File: config.mk
export PLATFORM = sky130hd
export DESIGN_NAME = router_output_port_ctrl
export DESIGN_NICKNAME = d
export VERILOG_FILES = /design/src/rtl/router_output_port_ctrl.sv
export SDC_FILE = /design/constraint.sdc
export NUM_CORES = 1
export LEC_CHECK = 0
export CAP_MARGIN = 30
export CELL_PAD_IN_SITES_DETAIL_PLACEMENT = 2
export CELL_PAD_IN_SITES_GLOBAL_PLACEMENT = 2
export CORE_ASPECT_RATIO = 1.75
export CORE_MARGIN = 2
export CORE_UTILIZATION = 35
export DETAILED_ROUTE_END_ITERATION = 8
export GPL_TIMING_DRIVEN = 0
export PLACE_DENSITY = 0.84
export SLEW_MARGIN = 20
export SYNTH_ARGS = -nofsm -noshare
export SYNTH_HDL_FRONTEND = slang
export SYNTH_SLANG_ARGS = --single-unit
File: constraint.sdc
create_clock -name clk -period 13.4 [get_ports clk]
set_input_delay 2.68 -clock clk [delete_from_list [all_inputs] [get_ports clk]]
set_output_delay 2.68 -clock clk [all_outputs]
set_load 0.05 [all_outputs]
File: src/rtl/router_output_port_ctrl.sv
// router_output_port_ctrl
// Per-output-port controller for one NoC router output direction.
// Round-robin arbitration among N_IN input ports with wormhole packet lock,
// credit-gated forwarding, and a sticky credit-overflow flag.
// Optional statistics counters are enabled with ROUTER_OUTPUT_PORT_CTRL_STATS_EN.
module router_output_port_ctrl #(
  parameter int N_IN    = 5,
  parameter int CREDITS = 4,
  parameter int CNT_W   = $clog2(CREDITS + 1)
) (
  input  logic             clk,
  input  logic             rst,
  input  logic [N_IN-1:0]  request,
  input  logic [N_IN-1:0]  req_head,
  input  logic [N_IN-1:0]  req_tail,
  input  logic             credit_in,
  output logic [N_IN-1:0]  grant,
  output logic             fwd_valid,
  output logic             busy,
  output logic [CNT_W-1:0] credits_avail,
  output logic             credit_err
`ifdef ROUTER_OUTPUT_PORT_CTRL_STATS_EN
  ,
  output logic [31:0]      pkt_count,
  output logic [31:0]      stall_count
`endif
);

  localparam int PTR_W = $clog2(N_IN);

  typedef enum logic {IDLE, LOCKED} state_t;

  state_t           state_q, state_d;
  logic [PTR_W-1:0] rr_q, rr_d;
  logic [PTR_W-1:0] owner_q, owner_d;
  logic [CNT_W-1:0] credits_q;
  logic             credit_err_q;

  logic             found;
  logic [PTR_W-1:0] win;
  logic [PTR_W:0]   idx;
  logic             credit_ok;
  logic             pending;
  logic             tail_fwd;

  function automatic logic [PTR_W-1:0] ptr_inc(input logic [PTR_W-1:0] p);
    return (p == PTR_W'(N_IN - 1)) ? '0 : p + 1'b1;
  endfunction

  // Arbitration, packet lock and grant generation; grant is forced low during reset
  always_comb begin
    state_d   = state_q;
    rr_d      = rr_q;
    owner_d   = owner_q;
    grant     = '0;
    found     = 1'b0;
    win       = '0;
    idx       = '0;
    pending   = 1'b0;
    tail_fwd  = 1'b0;
    credit_ok = (credits_q != '0);
    case (state_q)
      IDLE: begin
        for (int unsigned k = 0; k < N_IN; k++) begin
          idx = {1'b0, rr_q} + (PTR_W + 1)'(k);
          if (idx >= (PTR_W + 1)'(N_IN)) idx = idx - (PTR_W + 1)'(N_IN);
          if (!found && request[idx[PTR_W-1:0]] && req_head[idx[PTR_W-1:0]]) begin
            found = 1'b1;
            win   = idx[PTR_W-1:0];
          end
        end
        pending = found;
        if (found && credit_ok) begin
          grant[win] = 1'b1;
          if (req_tail[win]) begin
            tail_fwd = 1'b1;
            rr_d     = ptr_inc(win);
          end else begin
            state_d = LOCKED;
            owner_d = win;
          end
        end
      end
      LOCKED: begin
        pending = request[owner_q];
        if (pending && credit_ok) begin
          grant[owner_q] = 1'b1;
          if (req_tail[owner_q]) begin
            tail_fwd = 1'b1;
            state_d  = IDLE;
            rr_d     = ptr_inc(owner_q);
          end
        end
      end
      default: state_d = IDLE;
    endcase
    if (rst) grant = '0;
  end

  assign fwd_valid     = |grant;
  assign busy          = (state_q == LOCKED);
  assign credits_avail = credits_q;
  assign credit_err    = credit_err_q;

  // State, round-robin pointer and owner registers
  always_ff @(posedge clk or posedge rst) begin
    if (rst) begin
      state_q <= IDLE;
      rr_q    <= '0;
      owner_q <= '0;
    end else begin
      state_q <= state_d;
      rr_q    <= rr_d;
      owner_q <= owner_d;
    end
  end

  // Downstream credit counter with saturation and sticky overflow flag
  always_ff @(posedge clk or posedge rst) begin
    if (rst) begin
      credits_q    <= CNT_W'(CREDITS);
      credit_err_q <= 1'b0;
    end else begin
      case ({fwd_valid, credit_in})
        2'b10: credits_q <= credits_q - 1'b1;
        2'b01: begin
          if (credits_q == CNT_W'(CREDITS)) credit_err_q <= 1'b1;
          else                              credits_q    <= credits_q + 1'b1;
        end
        default: credits_q <= credits_q;
      endcase
    end
  end

`ifdef ROUTER_OUTPUT_PORT_CTRL_STATS_EN
  // Packet and credit-stall statistics, free-running with wrap
  always_ff @(posedge clk or posedge rst) begin
    if (rst) begin
      pkt_count   <= '0;
      stall_count <= '0;
    end else begin
      if (tail_fwd)               pkt_count   <= pkt_count + 1'b1;
      if (pending && !credit_ok)  stall_count <= stall_count + 1'b1;
    end
  end
`endif

endmodule

# Word level (Yosys, flattened, before mapping)
# Cells that the tools add are included.
[op_classes] reduce_logical=24 mux=74 n_bitwise=2 n_eq_ne=10 magnitude_cmp=14 n_addsub=13
[ops] op="3-bit two-way mux" count=23
[ops] op="1-bit binary-select mux with 3-bit select" count=13
[ops] op="1-bit two-way mux" count=29
[ops] op="3-bit by 4-bit < comparator with 1-bit output, second input constant" count=7
[ops] op="4-bit by 3-bit greater-or-equal comparator with 1-bit output, second input constant" count=4
[ops] op="5-bit two-way mux" count=3
[ops] op="3-bit subtractor, second input constant" count=5
[ops] op="1-bit logical AND" count=13
[ops] op="3-bit one-hot mux with 2 select lines" count=2
[ops] op="5-bit one-hot mux with 2 select lines" count=1
[ops] op="3-bit by 1-bit adder with 3-bit output, second input constant" count=3
[ops] op="3-bit == test, second input constant" count=3
[ops] op="3-bit by 2-bit adder with 4-bit output, second input constant" count=2
[ops] op="1-bit demux with 3-bit select" count=2
[ops] op="3-bit by 1-bit greater-or-equal comparator with 1-bit output, second input constant" count=2
[ops] op="2-bit inequality test, second input constant" count=3
[ops] op="5-bit OR reduction" count=1
[ops] op="3-bit by 1-bit adder with 4-bit output, second input constant" count=1
[ops] op="3-bit by 3-bit adder with 4-bit output, second input constant" count=1
[ops] op="1-bit logical NOT" count=4
[ops] op="2-bit by 1-bit inequality test with 1-bit output, second input constant" count=2
[ops] op="2-bit AND reduction" count=2
[ops] op="4-bit AND reduction" count=1
[ops] op="3-bit greater-or-equal comparator, second input constant" count=1
[ops] op="other kinds (8)" count=9
[totals] input_bits=18 reg_bits=11

# Logic depth before layout (Yosys ltp)
[logic_depth] word_depth=39 ltp_mapped=20 ltp_nobuf=19

# Worst setup path before layout
# No wires, ideal clock.
[synth_path] path_kind="input to output" start="in req_head[3]" end="out grant[0]" slack_ps=5416 cell_stages=12 required_ps=10720 arrival_time_ps=5304 path_cell_list="and2_1 -> nand2_1 -> o2111a_1 -> a311oi_1 -> a22oi_2 -> a2111o_1 -> and3_1 -> buf_2 -> nor3_1 -> nor2b_1 -> a31oi_1 -> nor2_1"
[synth_via] elab_chain_len=32 elab_cells_between_ends=48 cone_classes="order compare: 2; mux: 31; reduce/logical: 15"
[synth_rtl] element="start, declared" line="14" rtl="input logic [N_IN-1:0] req_head,"
[synth_rtl] element="1-bit binary-select mux with 3-bit select" line="67" rtl="if (!found && request[idx[PTR_W-1:0]] && req_head[idx[PTR_W-1:0]]) begin"
[synth_rtl] element="1-bit two-way mux (not written as such)" line="67"
[synth_rtl] element="1-bit logical AND" line="67"
[synth_rtl] element="1-bit two-way mux" line="67"
[synth_rtl] element="1-bit two-way mux" line="62" rtl="case (state_q)"
[synth_rtl] element="1-bit logical NOT" line="67"
[synth_rtl] element="1-bit logical AND (2 in a row)" line="67"
[synth_rtl] element="1-bit two-way mux" line="67"
[synth_rtl] element="[15 not listed]"
[synth_rtl] element="3-bit two-way mux" line="62"
[synth_rtl] element="3-bit by 4-bit < comparator with 1-bit output (not written as such) / 3-bit by 1-bit greater-or-equal comparator with 1-bit output (equally long branches)" line="74" rtl="grant[win] = 1'b1;"
[synth_rtl] element="1-bit logical AND (not written as such)" line="74"
[synth_rtl] element="1-bit two-way mux (not written as such)" line="74"
[synth_rtl] element="1-bit demux with 3-bit select" line="74"
[synth_rtl] element="5-bit two-way mux (*)" line="73" rtl="if (found && credit_ok) begin"
[synth_rtl] element="5-bit one-hot mux with 2 select lines (*)" line="62"
[synth_rtl] element="5-bit two-way mux (*)" line="97" rtl="if (rst) grant = '0;"
[synth_rtl] element="end, declared" line="17" rtl="output logic [N_IN-1:0] grant,"
# Every way passes the cells marked *; elsewhere a longest branch is shown, timed or not. The select of a mux whose other input is x is not followed.

# Final worst setup path
[layout_path] start="in request[2]" end="out grant[0]"
[layout_via] elab_chain_len=32 elab_cells_between_ends=52 cone_classes="order compare: 2; mux: 34; reduce/logical: 16"
[layout_rtl] element="start, declared" line="13" rtl="input logic [N_IN-1:0] request,"
[layout_rtl] element="1-bit binary-select mux with 3-bit select" line="67"
[layout_rtl] element="1-bit two-way mux (not written as such)" line="67"
[layout_rtl] element="1-bit logical AND" line="67"
[layout_rtl] element="1-bit two-way mux" line="67"
[layout_rtl] element="1-bit two-way mux" line="62"
[layout_rtl] element="1-bit logical NOT" line="67"
[layout_rtl] element="1-bit logical AND (2 in a row)" line="67"
[layout_rtl] element="1-bit two-way mux" line="67"
[layout_rtl] element="[15 not listed]"
[layout_rtl] element="3-bit two-way mux" line="62"
[layout_rtl] element="3-bit by 4-bit < comparator with 1-bit output (not written as such) / 3-bit by 1-bit greater-or-equal comparator with 1-bit output (equally long branches)" line="74"
[layout_rtl] element="1-bit logical AND (not written as such)" line="74"
[layout_rtl] element="1-bit two-way mux (not written as such)" line="74"
[layout_rtl] element="1-bit demux with 3-bit select" line="74"
[layout_rtl] element="5-bit two-way mux" line="73"
[layout_rtl] element="5-bit one-hot mux with 2 select lines (*)" line="62"
[layout_rtl] element="5-bit two-way mux (*)" line="97"
# Marks and branches as above.

==> results.md <==
- Mapped Area: 0.00214 mm2
- Vias in the first global route: between 2000 and 3000
- Ports: 29
- Post-route ant nets: 0
- Total track usage: 0.250
- Final setup TNS: 0 ns
- Die Y: between 100 and 150 um
- Post-Syn Nets: 311
- Area delta synth->final: 19.7%
- Most frequent cells in the layout: clkdlybuf4s50_1, nand2_1, a21oi_1
- Main synth FF type: dfrtp_1
- Fin area: around 0.0026 mm2
- Layout Cells excl Fill: 391
- Core box area: 0.00588 mm2
- Unique masters post-synth: 72
- CP endpoint: grant[0]
- Post-route core utilization: 0.436
- Avg Synthesized Cell Area: roughly 7.6 um2
- Reg clk slew, reported paths: around 0.050 ns
- Total clock buffers created by CTS: 3
- Clock sinks: 11
- Clock root cell: clkbuf_8
- Worst Clk Skew: roughly 0.0054 ns
- DRC Markers: 0
- Final Hold Vio Count: 0
- First-pass GRT wire length: about 13000 um
- CP endpoint kind: output port
- Largest net degree at the start of global routing: 15
- Critical Path Max Stage Delay: 0.82 ns
- Number of max-cap violations: 0
- Worst-case reg-to-reg path depth: 17
- Wirelength per Cell: 20.9 um
- Total Wirelength: between 8000 and 9000 um
- Layout cells sized above 1: 0.134
- FF-to-FF setup slack: 8.65 ns
- Fraction of registers with async set/reset: 1.00
- Most common cell after layout, fill and taps aside: clkdlybuf4s50_1
- Layout Nets: 344
- Post-layout min period: approximately 9.4 ns
- Final Slew Violations: 0
- Crit path DAT: approximately 6.7 ns
- Skew-Pair Late Insertion Delay: approximately 0.24 ns
- Reg2Reg Launch Point: rr_q[1]$_DFFE_PP0P_
- Unrepaired setup endpoints after global routing: no
- Clock buffer depth: 2
- Max-slew headroom: 0.393
- Post-DR vias/cell: ~6
- Die Width: roughly 63 um
- CP dominant cell by count: clkdlybuf4s50_1
- Synth Register Bits: 11
- Drt pass-1 iters: 4
- Post-synth EDFFs: 0
- H-tree depth: 1
- CTS tree: done
- Die area: ~0.0068 mm2
- DRT iter0 DRCs: between 80 and 90
- Final GP Congestion: 0.889
- Tcrit/Tclk final: 0.701
- Status: finished clean
- R2R Path End: rr_q[1]$_DFFE_PP0P_
- Setup Buffers After CTS: 0
- Fmax: between 100 and 150 MHz
- DP Area: about 0.0025 mm2
- Slew @ Worst Pin: between 0.9 and 1 ns
- FP Rows: 37
- Final-layout fill cell count: 712
- Ys Warns: 0
- Gr ovfl total: 0
- Post-CTS Hold Fix Bufs: 0
- Crit path max-delay cell type: clkdlybuf4s50_1
- Placed cell count: around 390
- Min-delay worst type: flop to flop
- Beginning of the critical path: request[2]
- Initial antenna violation count: 0
- Crit path max fanout: 7
- Final setup viols: 0
- Proportion of synthesized chip area in sequential cells: 0.129
- Resize count post-CTS: 0
- Antenna cells: 0
- CP Cell Sequence: clkdlybuf4s50_1 -> nand2_1 -> o21ai_0 -> inv_1 -> a311oi_1 -> a22oi_2 -> a2111o_1 -> and3_1 -> buf_2 -> nor3_1 -> nor2b_1 -> a31oi_1 -> nor2_1 -> clkdlybuf4s50_1
- Dpl hpwl: roughly 7000 um
- Starting Density: 0.364
- Post-Synthesis Cells: between 200 and 300
- Setup Crit Path Kind: input port to output port
- Via count: 2357
- Critical Path RT: between 10 and 15 ns
- CP Launch Type: input port
- PortBufs: 28
==> stage by stage <==
step | hold slack [ns] | setup slack [ns]
4_1_cts | 0.482 | 4.04
3_3_place_gp | 0.463 | 4.21
5_1_grt | 0.502 | 3.73
2_1_floorplan | 0.636 | 5.42
6_report | 0.475 | 4.01
3_5_place_dp | 0.467 | 4.06
==> worst max-delay path, delay by kind of cell <==
kind / cells / cell delay (ns)
AOI/OAI and AO/OA: 5 / 1.56
buffers and inverters: 4 / 1.62
and+or+nand+nor: 5 / 0.85
==> cells by family after synthesis <==
kind of cell | share of synthesized area
AND/OR/NAND/NOR | 0.277
AO/OA/AOI/OAI | 0.344
buffers and inverters | 0.0672
multiplexers | 0.0853
adder cells (fa/ha/maj) | 0.0771
flip-flops | 0.129
XOR/XNOR | 0.0204
==> Yosys cell counts (all sizes together), types with 3 or more instances <==
master	instances	area (um2)
a211oi	3	27.5
a21oi	25	136
a221oi	3	56.3
a31oi	7	50.1
a32oi	3	33.8
and2	7	48.8
and3	6	37.5
buf	11	68.8
dfrtp	10	250
ha	10	125
inv	18	67.6
mux2	5	60.1
mux2i	10	100
nand2	24	90.1
nand2b	6	37.5
nand3	9	50.1
nand4	3	18.8
nor2	20	75.1
nor2b	7	43.8
nor3	9	45.0
nor4	3	18.8
o211ai	3	22.5
o21ai	19	95.1
o22ai	5	37.5
o31ai	4	35.0
or2	4	25.0
or3	3	18.8
xnor2	4	35.0
==> area by class of cell <==
type / instances / area [um2] / area share
multi-input cells: 239 / 1720 / 0.671
plain buffers: 13 / 76.3 / 0.0298
clock buffers: 4 / 45.0 / 0.0176
flip-flops and latches: 11 / 277 / 0.108
repair buffers: 28 / 280 / 0.109
well taps: 78 / 97.6 / 0.0380
inverters: 18 / 67.6 / 0.0263
==> worst min-delay path by stage <==
stage,startpoint,to,slack (ns),depth (start not counted)
floorplan,credits_avail[2]$_DFFE_PP1P_,credits_avail[2]$_DFFE_PP1P_,0.64,1
global placement,credit_err$_DFFE_PP0P_,credit_err$_DFFE_PP0P_,0.46,1
detailed placement,credit_err$_DFFE_PP0P_,credit_err$_DFFE_PP0P_,0.47,1
CTS,credit_err$_DFFE_PP0P_,credit_err$_DFFE_PP0P_,0.48,1
global route,credit_err$_DFFE_PP0P_,credit_err$_DFFE_PP0P_,0.50,1
finish,credit_err$_DFFE_PP0P_,credit_err$_DFFE_PP0P_,0.47,1
==> registers in the layout (all words and copies together) (netlist names) <==
| signal | count |
|---|---|
| credits_avail | 3 |
| owner_q | 3 |
| credit_err | 1 |
| rr_q | 3 |
| busy | 1 |
==> per-layer routing <==
layer	global-route usage	up-vias	wire length [um]
met4	0.133	0	468
met3	0.0146	25	150
met2	0.514	48	4590
li1	-	1114	-
met1	0.237	1170	2980
met5	0	-	0
Power is not shown: default switching activity piles up to over one toggle a cycle in this logic, so the estimate is an artifact.
